File: src/rtl/hm01b0_pkg.sv
// Shared encodings for the HM01B0 sensor emulator: FSM states, pattern codes
// and the nibble-select helper used by the pixel generator.
package hm01b0_pkg;

  typedef logic [2:0] state_t;

  localparam state_t ST_IDLE   = 3'd0;
  localparam state_t ST_V_LEAD = 3'd1;
  localparam state_t ST_LINE   = 3'd2;
  localparam state_t ST_HBLANK = 3'd3;
  localparam state_t ST_V_TAIL = 3'd4;
  localparam state_t ST_GAP    = 3'd5;

  typedef logic [1:0] pattern_t;

  localparam pattern_t PAT_COUNTER = 2'd0;
  localparam pattern_t PAT_XMOD    = 2'd1;
  localparam pattern_t PAT_CONST   = 2'd2;
  localparam pattern_t PAT_CHECKER = 2'd3;

  localparam logic [7:0] CONST_PIXEL = 8'hA5;

  // Two-beat pixels go out MSB nibble first; one-beat pixels carry only the low nibble.
  function automatic logic [3:0] nibble_of(input logic [7:0] pix, input logic lo_half,
                                           input int nibbles);
    if (nibbles == 1 || lo_half) return pix[3:0];
    return pix[7:4];
  endfunction

endpackage

File: src/rtl/hm01b0_pattern_gen.sv
// Combinational test-pattern pixel source with nibble selection.
module hm01b0_pattern_gen
  import hm01b0_pkg::*;
#(
  parameter int NIBBLES = 2
) (
  input  logic [1:0] pattern_i,
  input  logic [7:0] x_i,
  input  logic       y_lsb_i,
  input  logic [7:0] count_i,
  input  logic       nib_i,
  output logic [3:0] nibble_o
);

  logic [7:0] pixel;

  // Select the 8-bit pixel value for the current frame's pattern.
  always_comb begin
    pixel = 8'h00;
    case (pattern_i)
      PAT_COUNTER: pixel = count_i;
      PAT_XMOD:    pixel = x_i;
      PAT_CONST:   pixel = CONST_PIXEL;
      PAT_CHECKER: pixel = (x_i[0] ^ y_lsb_i) ? 8'hFF : 8'h00;
      default:     pixel = 8'h00;
    endcase
  end

  assign nibble_o = nibble_of(pixel, nib_i, NIBBLES);

endmodule

File: src/rtl/hm01b0_sensor_emulator.sv
// HM01B0 camera stand-in: pixclk = clock/2, frame FSM advancing on pixclk
// falling edges ("ticks") so vsync/hsync/pixdata are stable at every rise.
module hm01b0_sensor_emulator
  import hm01b0_pkg::*;
#(
  parameter int H_ACTIVE  = 324,
  parameter int V_ACTIVE  = 244,
  parameter int NIBBLES   = 2,
  parameter int H_BLANK   = 20,
  parameter int V_LEAD    = 8,
  parameter int V_TAIL    = 8,
  parameter int FRAME_GAP = 1000
) (
  input  logic        clock,
  input  logic        reset,
  input  logic        enable,
  input  logic [1:0]  pattern_sel,
  output logic        pixclk,
  output logic        vsync,
  output logic        hsync,
  output logic [3:0]  pixdata,
  output logic        frame_start,
  output logic        frame_done,
  output logic [15:0] frame_count,
  output logic        busy
);

  state_t      state_q, state_d;
  logic        pixclk_q;
  logic [15:0] beat_q, beat_d;
  logic [15:0] x_q, x_d;
  logic [15:0] y_q, y_d;
  logic        nib_q, nib_d;
  logic [7:0]  cnt_q, cnt_d;
  logic [1:0]  pat_q, pat_d;
  logic        fstart_q, fstart_d;
  logic        fdone_q, fdone_d;
  logic [15:0] fcount_q, fcount_d;
  logic        launch;
  logic        tick;
  logic [3:0]  nibble;

  // The edge on which pixclk falls; every state change happens here.
  assign tick = pixclk_q;

  // Frame sequencer: counts beats in each phase and steps pixel coordinates.
  always_comb begin
    state_d  = state_q;
    beat_d   = beat_q;
    x_d      = x_q;
    y_d      = y_q;
    nib_d    = nib_q;
    cnt_d    = cnt_q;
    pat_d    = pat_q;
    fstart_d = 1'b0;
    fdone_d  = 1'b0;
    fcount_d = fcount_q;
    launch   = 1'b0;
    if (tick) begin
      case (state_q)
        ST_IDLE: launch = enable;
        ST_V_LEAD: begin
          if (beat_q == 16'(V_LEAD - 1)) begin
            beat_d  = 16'd0;
            state_d = ST_LINE;
          end else begin
            beat_d = beat_q + 16'd1;
          end
        end
        ST_LINE: begin
          if (nib_q == 1'(NIBBLES - 1)) begin
            nib_d = 1'b0;
            cnt_d = cnt_q + 8'd1;
            if (x_q == 16'(H_ACTIVE - 1)) begin
              x_d     = 16'd0;
              state_d = ST_HBLANK;
            end else begin
              x_d = x_q + 16'd1;
            end
          end else begin
            nib_d = nib_q + 1'b1;
          end
        end
        ST_HBLANK: begin
          if (beat_q == 16'(H_BLANK - 1)) begin
            beat_d = 16'd0;
            if (y_q == 16'(V_ACTIVE - 1)) begin
              state_d = ST_V_TAIL;
            end else begin
              y_d     = y_q + 16'd1;
              state_d = ST_LINE;
            end
          end else begin
            beat_d = beat_q + 16'd1;
          end
        end
        ST_V_TAIL: begin
          if (beat_q == 16'(V_TAIL - 1)) begin
            beat_d   = 16'd0;
            state_d  = ST_GAP;
            fdone_d  = 1'b1;
            fcount_d = fcount_q + 16'd1;
          end else begin
            beat_d = beat_q + 16'd1;
          end
        end
        ST_GAP: begin
          if (beat_q == 16'(FRAME_GAP - 1)) begin
            beat_d = 16'd0;
            if (enable) launch = 1'b1;
            else        state_d = ST_IDLE;
          end else begin
            beat_d = beat_q + 16'd1;
          end
        end
        default: state_d = ST_IDLE;
      endcase
      // New frame: latch the pattern and restart coordinates and the pixel counter.
      if (launch) begin
        state_d  = ST_V_LEAD;
        beat_d   = 16'd0;
        x_d      = 16'd0;
        y_d      = 16'd0;
        nib_d    = 1'b0;
        cnt_d    = 8'd0;
        pat_d    = pattern_sel;
        fstart_d = 1'b1;
      end
    end
  end

  // State, counters and pixclk; reset clears everything immediately.
  always_ff @(posedge clock or posedge reset) begin
    if (reset) begin
      state_q  <= ST_IDLE;
      pixclk_q <= 1'b0;
      beat_q   <= 16'd0;
      x_q      <= 16'd0;
      y_q      <= 16'd0;
      nib_q    <= 1'b0;
      cnt_q    <= 8'd0;
      pat_q    <= 2'd0;
      fstart_q <= 1'b0;
      fdone_q  <= 1'b0;
      fcount_q <= 16'd0;
    end else begin
      state_q  <= state_d;
      pixclk_q <= ~pixclk_q;
      beat_q   <= beat_d;
      x_q      <= x_d;
      y_q      <= y_d;
      nib_q    <= nib_d;
      cnt_q    <= cnt_d;
      pat_q    <= pat_d;
      fstart_q <= fstart_d;
      fdone_q  <= fdone_d;
      fcount_q <= fcount_d;
    end
  end

  hm01b0_pattern_gen #(
    .NIBBLES (NIBBLES)
  ) u_pattern (
    .pattern_i (pat_q),
    .x_i       (x_q[7:0]),
    .y_lsb_i   (y_q[0]),
    .count_i   (cnt_q),
    .nib_i     (nib_q),
    .nibble_o  (nibble)
  );

  // Sync/data outputs decode straight from registered state, so they only move on ticks.
  assign pixclk      = pixclk_q;
  assign vsync       = (state_q == ST_V_LEAD) || (state_q == ST_LINE) ||
                       (state_q == ST_HBLANK) || (state_q == ST_V_TAIL);
  assign hsync       = (state_q == ST_LINE);
  assign pixdata     = hsync ? nibble : 4'h0;
  assign frame_start = fstart_q;
  assign frame_done  = fdone_q;
  assign frame_count = fcount_q;
  assign busy        = (state_q != ST_IDLE);

endmodule
File: config.mk
export PLATFORM = sky130hd
export DESIGN_NAME = hm01b0_sensor_emulator
export DESIGN_NICKNAME = d
export VERILOG_FILES = /design/src/rtl/hm01b0_pkg.sv /design/src/rtl/hm01b0_pattern_gen.sv /design/src/rtl/hm01b0_sensor_emulator.sv
export SDC_FILE = /design/constraint.sdc
export NUM_CORES = 1
export LEC_CHECK = 0
export BUFFER_PORTS_ARGS = -buffer_cell sky130_fd_sc_hd__buf_2
export CAP_MARGIN = 20
export CORE_UTILIZATION = 40
export CTS_BUF_LIST = sky130_fd_sc_hd__clkbuf_16
export DETAILED_ROUTE_END_ITERATION = 16
export GPL_ROUTABILITY_DRIVEN = 0
export PLACE_DENSITY = 0.61
export SLEW_MARGIN = 10
export SYNTH_ARGS = -nofsm -noshare
export SYNTH_HDL_FRONTEND = slang
export SYNTH_SLANG_ARGS = --single-unit
File: constraint.sdc
create_clock -name clock -period 2.72 [get_ports clock]
set_input_delay 0.544 -clock clock [delete_from_list [all_inputs] [get_ports clock]]
set_output_delay 0.544 -clock clock [all_outputs]
set_load 0.005 [all_outputs]
==> results of run 1 <==
## per-layer routing
metal / global-route usage (%) / vias up / share of wire (%)
met4: 8.71 / 0 / 2.1
met1: 25.6 / 1957 / 47
met5: 0 / - / 0
met3: 4.16 / 17 / 4.0
li1: - / 1935 / -
met2: 28.4 / 89 / 47
## cells in the final DEF (no fill, tap or decap), types with 7 or more instances in the layout
master / synthesis / layout
nor3_1: 14 / 14
nand3_1: 29 / 29
a21oi_1: 15 / 15
dfrtp_1: 81 / 81
a31oi_1: 10 / 10
nand4_1: 20 / 20
nand2_1: 58 / 58
o21ai_1: 7 / 7
o31ai_1: 7 / 7
o21ai_0: 30 / 30
inv_1: 15 / 17
clkbuf_16: 0 / 9
xor2_1: 26 / 26
and3_1: 9 / 9
buf_4: 3 / 17
xnor2_1: 17 / 17
nor2_1: 55 / 55
buf_2: 9 / 30
## registers in the layout, indices dropped and copies added, names as in the netlist
name	count
nib_q	1
frame_count	16
beat_q	16
cnt_q	8
pixclk	1
frame_done	1
pat_q	2
x_q	16
y_q	16
state_q	3
frame_start	1
## cells by family after synthesis
family / Yosys count
multiplexers: 4
XOR/XNOR: 43
AO/OA/AOI/OAI: 113
AND/OR/NAND/NOR: 232
adder cells (fa/ha/maj): 5
flip-flops: 81
buffers and inverters: 39
## layout make-up
class | instances | share of cell area [%]
Multi-Input combinational cell | 397 | 47.2
Sequential cell | 81 | 37.9
Timing Repair Buffer | 47 | 5.20
Clock buffer | 9 | 4.21
Tap cell | 143 | 3.35
Inverter | 15 | 1.08
Clock inverter | 7 | 1.03
## per-stage QoR
| step | area [um^2] | power (mW) | hold slack (ns) |
|---|---|---|---|
| finish | 5350 | 3.88 | 0.265 |
| global route | 5350 | 4.14 | 0.316 |
| CTS | 5340 | 3.90 | 0.284 |
| detailed placement | 5060 | 2.71 | 0.468 |
| global placement | 5060 | 2.69 | 0.465 |
| floorplan | 4720 | 2.41 | 0.449 |
## final timing paths
kind                                   end  slack, ns
min                         frame_count[8]       0.26
max in group asynchronous           x_q[7]       1.79
max                             pixdata[1]       0.16
min in group clock                pat_q[1]       0.42
max reg2reg                        y_q[15]       0.26
min reg2reg                frame_count[15]       0.47
## worst max-delay path, stage by stage (launching register included)
cell     delay, ns
dfrtp_1       0.61
inv_1         0.19
or2_2         0.36
o21ai_0       0.08
a21oi_1       0.09
o211a_1       0.22
buf_2         0.12
## report_power, final
part	total [mW]	switching, mW	internal (mW)	leakage (nW)
combinational	1.08	0.624	0.454	1.12
clock	1.17	0.474	0.694	0.150
sequential	1.64	0.292	1.35	1.08
total	3.88	1.39	2.50	2.35
==> results.md, run 1 <==
- Chip width: 111 um
- Mapped Cells: 517
- EDFF count, synth: 0
- Placed Cells: 683
- Worst slew pin tran: 0.669 ns
- Clk_skew: 0.00817 ns
- Clock slew at reported path FFs: 0.06 ns
- Ant. Diodes: 0
- Hold Buf Count CTS: 0
- Final setup vio count: 0
- Fin worst setup slack: 0.157 ns
- Hold Path Class: input port to asynchronous set/reset pin
- Ranking of synthesized cells by area: dfrtp_1 43%, xor2_1 4.8%, nand2_1 4.6%
- Number of port buffers: 30
- FF-to-FF path depth: 8
- Fill cells: 1088
- Synth Area per Inst: 9.13 um^2
- Top-Level Pins: 31
- Fin crit period: 2.56 ns
- FMAX: 0.390 GHz
- Multiplexer share of the synthesized area: 0.927%
- Setup TNS: 0 ns
- Footprint of the multi-input gates: 2520 um^2
- Post-synth top cells: 81 x dfrtp_1, 58 x nand2_1, 55 x nor2_1
- Initial core utilization: 41.2%
- Crit path max fanout: 15
- Congestion Overflow GR: 0
- Compound-Gate Fraction of Synth Area: 16.7%
- Synth unique cells: 68
- XOR/XNOR share of the synthesized area: 7.98%
- First-pass GRT wire length: 18700 um
- Worst Setup Start Kind: register
- Post-Synth Adder-Cell Area: 1.32%
- Die Span Y: 111 um
- Vias in the first global route: 3850
- CP startpoint: pat_q[1]
- Worst path arrival time: 2.02 ns
- Post_cts resized: 0
- Max clock buf depth: 2
- Reg-to-Reg Start: beat_q[1]
- Pwr dens: 727 nW/um^2
- DR DRC count: 0
- Post-CTS Setup Repair Bufs: 0
- Synthesis Warnings: 0
- RSZ-0062 raised after global routing: no
- Peak supply drop: 0.383 mV
- Status: complete, no violations
- DRT Pass-1 Iters: 7
- Root Driver: clkbuf_16
- Final Hold Viols: 0
- Main synth FF type: dfrtp_1
- Detailed Route Iter0 Violations: 283
- Tcrit/Tclk final: 94.2%
- Vias: 3998
- DP HPWL: 7650 um
- Syn Std Cell Area: 4720 um^2
- Yosys top cell area share: 42.9%
- Tot GR Track Use: 18.7%
- Most numerous cell in the Yosys netlist: dfrtp_1
- Initial antenna violation count: 0
- Synth async-reset ratio: 100%
- Area growth from synthesis to layout: 13.2%
- Final Non-Filler Cells: 699
- H-tree depth: 3
- Crit Path Class: register to primary output
- Final Max Tran Viols: 0
- Vias/cell: 5.72
- FF+latch area: 2030 um^2
- DIE AREA: 12200 um^2
- Core Util, Final: 46.6%
- Post-Route WL: 10700 um
- Synth area leader: dfrtp_1
- Pin count of the biggest net entering global routing: 39
- Simple-Gate Fraction of Synth Area: 26.4%
- Worst Setup End Kind: primary output
- Routed Antenna Nets: 0
- # clock sinks: 81
- CTS Buf Count: 9
- Placement Setup Slack: 0.293 ns
- Proportion of layout cells with a drive suffix above 1: 15.5%
- Yosys reg bits: 81
- FP Rows: 39
- Sequential fraction of the synthesis area: 42.9%
- Clock Latency Late Sink: 0.35 ns
- Rel. slew slack: 55.4%
- Post-Syn Nets: 527
- Pleak: 2.35 nW
- Max cap viols: 0
- Critical Path RT: 2.18 ns
- CORE AREA: 11500 um^2
- TritonCTS clock tree: done
- Final nets: 561
- Largest family of logic cells by synthesized area: simple AND/OR/NAND/NOR gates
- Avg WL per Cell: 15.3 um
No activity file was read; power rests on OpenSTA's default activity.
==> run 2: changes to the inputs <==
HOLD_SLACK_MARGIN = 0.15   (was default)
PLACE_DENSITY = default   (was 0.61)
SYNTH_HIERARCHICAL = 1   (was default)
==> run 2 against run 1 <==
  * Clock-buffer cell count did not move
  * Critical path depth decreased by 1
  * Clock power increased by 9%
  * Die area is 0.76% lower
  * Sequential power decreased by 26%
  * Clock skew shrank 0.0027 ns
  * Setup slack better by 0.048 ns
  * Design area fell by 0.73%
  * Hold slack gained 0.016 ns
  * First-iteration DRC count decreased by 33%
  * Flip-flop and latch count stayed put
  * Critical endpoint is now pixdata[2]
  * Largest cell class unchanged
  * Highest routed layer unchanged
==> results.md, run 2 <==
- Syn Std Cell Area: 4690 um^2 (was 4720 um^2)
- Proportion of layout cells with a drive suffix above 1: 14.4% (was 15.5%)
- Placement Setup Slack: 0.374 ns (was 0.293 ns)
- Design area: 5310 um^2 (was 5350 um^2)
- EDFF count, synth: 0 (unchanged)
- Reg2reg end: cnt_q[7] (was y_q[15])
- Commonest non-fill, non-tap cell in the layout: dfrtp_1 (unchanged)
- Worst Setup Start Kind: register (unchanged)
- Clock Latency Late Sink: 0.34 ns (was 0.35 ns)
- Synthesis Warnings: 6 (was 0)
- Tot Pwr: 2.51 mW (was 3.88 mW)
- Mapped Cells: 503 (was 517)
- Routed Antenna Nets: 0 (unchanged)
- Post-Syn Nets: 513 (was 527)
- M3 GR Usage: 5.11% (was 4.16%)
- Critical Path RT: 2.18 ns (about the same)
- DRT Pass-1 Iters: 4 (was 7)
- Hold Path Class: input port to asynchronous set/reset pin (unchanged)
- RSZ-0062 raised after global routing: no (unchanged)
- H-tree depth: 3 (unchanged)
- Core Util, Final: 46.5% (was 46.6%)
- Max clock buf depth: 2 (unchanged)
- FMAX: 0.398 GHz (was 0.390 GHz)
- Crit Path Class: register to primary output (unchanged)
- Reg-to-Reg Start: beat_q[0] (was beat_q[1])
- GRT Max-Usage Layer: met2 (unchanged)
- Congestion Overflow GR: 0 (unchanged)
- Final setup vio count: 0 (unchanged)
- Compound-Gate Fraction of Synth Area: 15.0% (was 16.7%)
- Post-Synth Adder-Cell Area: 1.34% (was 1.32%)
- Max cap viols: 0 (unchanged)
- CTS Buf Count: 9 (unchanged)
- Status: complete, no violations (unchanged)
- Ranking of synthesized cells by area: dfrtp_1 43%, xor2_1 4.5%, o21ai_0 4.0% (was dfrtp_1 43%, xor2_1 4.8%, nand2_1 4.6%)
- Met2 Usage GRT: 28.2% (was 28.4%)
- Largest family of logic cells by synthesized area: simple AND/OR/NAND/NOR gates (unchanged)
- Pwr dens: 473 nW/um^2 (was 727 nW/um^2)
- Synth Area per Inst: 9.32 um^2 (was 9.13 um^2)
- Post-Route WL: 10400 um (was 10700 um)
- Crit path max fanout: 13 (was 15)
- First-pass GRT wire length: 17100 um (was 18700 um)
- Vias: 3845 (was 3998)
- Commonest non-fill, non-tap cells in the layout: 81 x dfrtp_1, 49 x nor2_1, 47 x nand2_1 (was 81 x dfrtp_1, 58 x nand2_1, 55 x nor2_1)
- Clock slew at reported path FFs: 0.06 ns (about the same)
- Fill cells: 1123 (was 1088)
- TritonCTS clock tree: done (unchanged)
- Rel. slew slack: 54.4% (was 55.4%)
- DR DRC count: 0 (unchanged)
- Final nets: 541 (was 561)
- Number of port buffers: 30 (unchanged)
- Placed Cells: 663 (was 683)
- Worst Setup End Kind: primary output (unchanged)
- Synth async-reset ratio: 100% (unchanged)
- Peak supply drop: 0.393 mV (was 0.383 mV)
- Root Driver: clkbuf_16 (unchanged)
- Synth unique cells: 57 (was 68)
- DP HPWL: 7110 um (was 7650 um)
- Hold Buf Count CTS: 0 (unchanged)
- Vias in the first global route: 3473 (was 3850)
- Vias/cell: 5.66 (was 5.72)
- Ant. Diodes: 0 (unchanged)
- Pleak: 2.34 nW (was 2.35 nW)
- Synth area leader: dfrtp_1 (unchanged)
- Simple-Gate Fraction of Synth Area: 26.3% (was 26.4%)
- Chip width: 110 um (was 111 um)
- Pin count of the biggest net entering global routing: 44 (was 39)
- Die Span Y: 110 um (was 111 um)
- Main synth FF type: dfrtp_1 (unchanged)
- Final Hold Viols: 0 (unchanged)
- Setup TNS: 0 ns (unchanged)
- Tcrit/Tclk final: 92.5% (was 94.2%)
- Initial antenna violation count: 0 (unchanged)
- Yosys reg bits: 81 (unchanged)
- Post_cts resized: 0 (unchanged)
- Post-synth top cells: 81 x dfrtp_1, 49 x nor2_1, 47 x nand2_1 (was 81 x dfrtp_1, 58 x nand2_1, 55 x nor2_1)
- Hold WS: 0.281 ns (was 0.265 ns)
- Tot GR Track Use: 18.4% (was 18.7%)
- Top-Level Pins: 31 (unchanged)
- Multiplexer share of the synthesized area: 3.20% (was 0.927%)
- DIE AREA: 12200 um^2 (about the same)
- FP Rows: 39 (unchanged)
- Sequential fraction of the synthesis area: 43.3% (was 42.9%)
- Worst slew pin tran: 0.684 ns (was 0.669 ns)
- Detailed Route Iter0 Violations: 190 (was 283)
- Fin worst setup slack: 0.205 ns (was 0.157 ns)
- GR Layer Usage met1: 24.9% (was 25.6%)
- Area after DPL: 4990 um^2 (was 5060 um^2)
- CORE AREA: 11400 um^2 (was 11500 um^2)
- R2R setup slack: 0.37 ns (was 0.26 ns)
- Initial core utilization: 41.0% (was 41.2%)
- Post-CTS Setup Repair Bufs: 0 (unchanged)
- Final Non-Filler Cells: 679 (was 699)
- Fin crit period: 2.52 ns (was 2.56 ns)
- Final Max Tran Viols: 0 (unchanged)
- Clk_skew: 0.00543 ns (was 0.00817 ns)
- Yosys top cell area share: 43.3% (was 42.9%)
- Area growth from synthesis to layout: 13.2% (about the same)
- FF-to-FF path depth: 7 (was 8)
- Most numerous cell in the Yosys netlist: dfrtp_1 (unchanged)
- # clock sinks: 81 (unchanged)
- Worst path arrival time: 1.97 ns (was 2.02 ns)
- Avg WL per Cell: 15.3 um (about the same)
- XOR/XNOR share of the synthesized area: 7.66% (was 7.98%)
run 2: layout make-up:
type	instances	area, um^2	share of cell area [%]
multi-input cells	387	2500	47.2
inverters	12	46.3	0.872
clock buffers	9	225	4.24
clock inverters	7	87.6	1.65
flip-flops and latches	81	2030	38.2
well taps	143	179	3.37
repair buffers	40	238	4.48
run 2: worst max-delay path: stages (launching register included):
cell	delay, ns
dfrtp_1	0.64
mux2_2	0.40
a221oi_1	0.26
a21oi_1	0.06
and2_1	0.15
buf_2	0.12
run 2: report_power, final:
group | total (mW) | switching [mW] | internal (mW)
Combinational | 0.0342 | 0.0275 | 0.00673
Sequential | 1.21 | 0 | 1.21
Clock | 1.27 | 0.478 | 0.795
Total | 2.51 | 0.506 | 2.01
run 2: kinds of logic (layout without fill, tap and decap cells):
family,Yosys count,after routing
simple gates,221,221
fa+ha+maj,5,5
flops,81,81
xor+xnor,41,41
compound gates,106,106
mux,14,14
buf+inv,35,68
run 2: how the worst max path moves through the flow:
stage	cells after the start	start	end
3_5_place_dp	8	beat_q[0]	x_q[5]
3_3_place_gp	7	beat_q[0]	frame_count[13]
2_1_floorplan	1	reset	beat_q[0]
4_1_cts	5	pat_q[0]	pixdata[0]
6_report	5	pat_q[0]	pixdata[2]
5_1_grt	5	pat_q[0]	pixdata[0]
run 2: layer usage:
| layer | up-vias | wire, um |
|---|---|---|
| li1 | 1878 | - |
| met1 | 1894 | 5110 |
| met2 | 60 | 4730 |
| met3 | 13 | 364 |
| met4 | 0 | 174 |
| met5 | - | 0 |
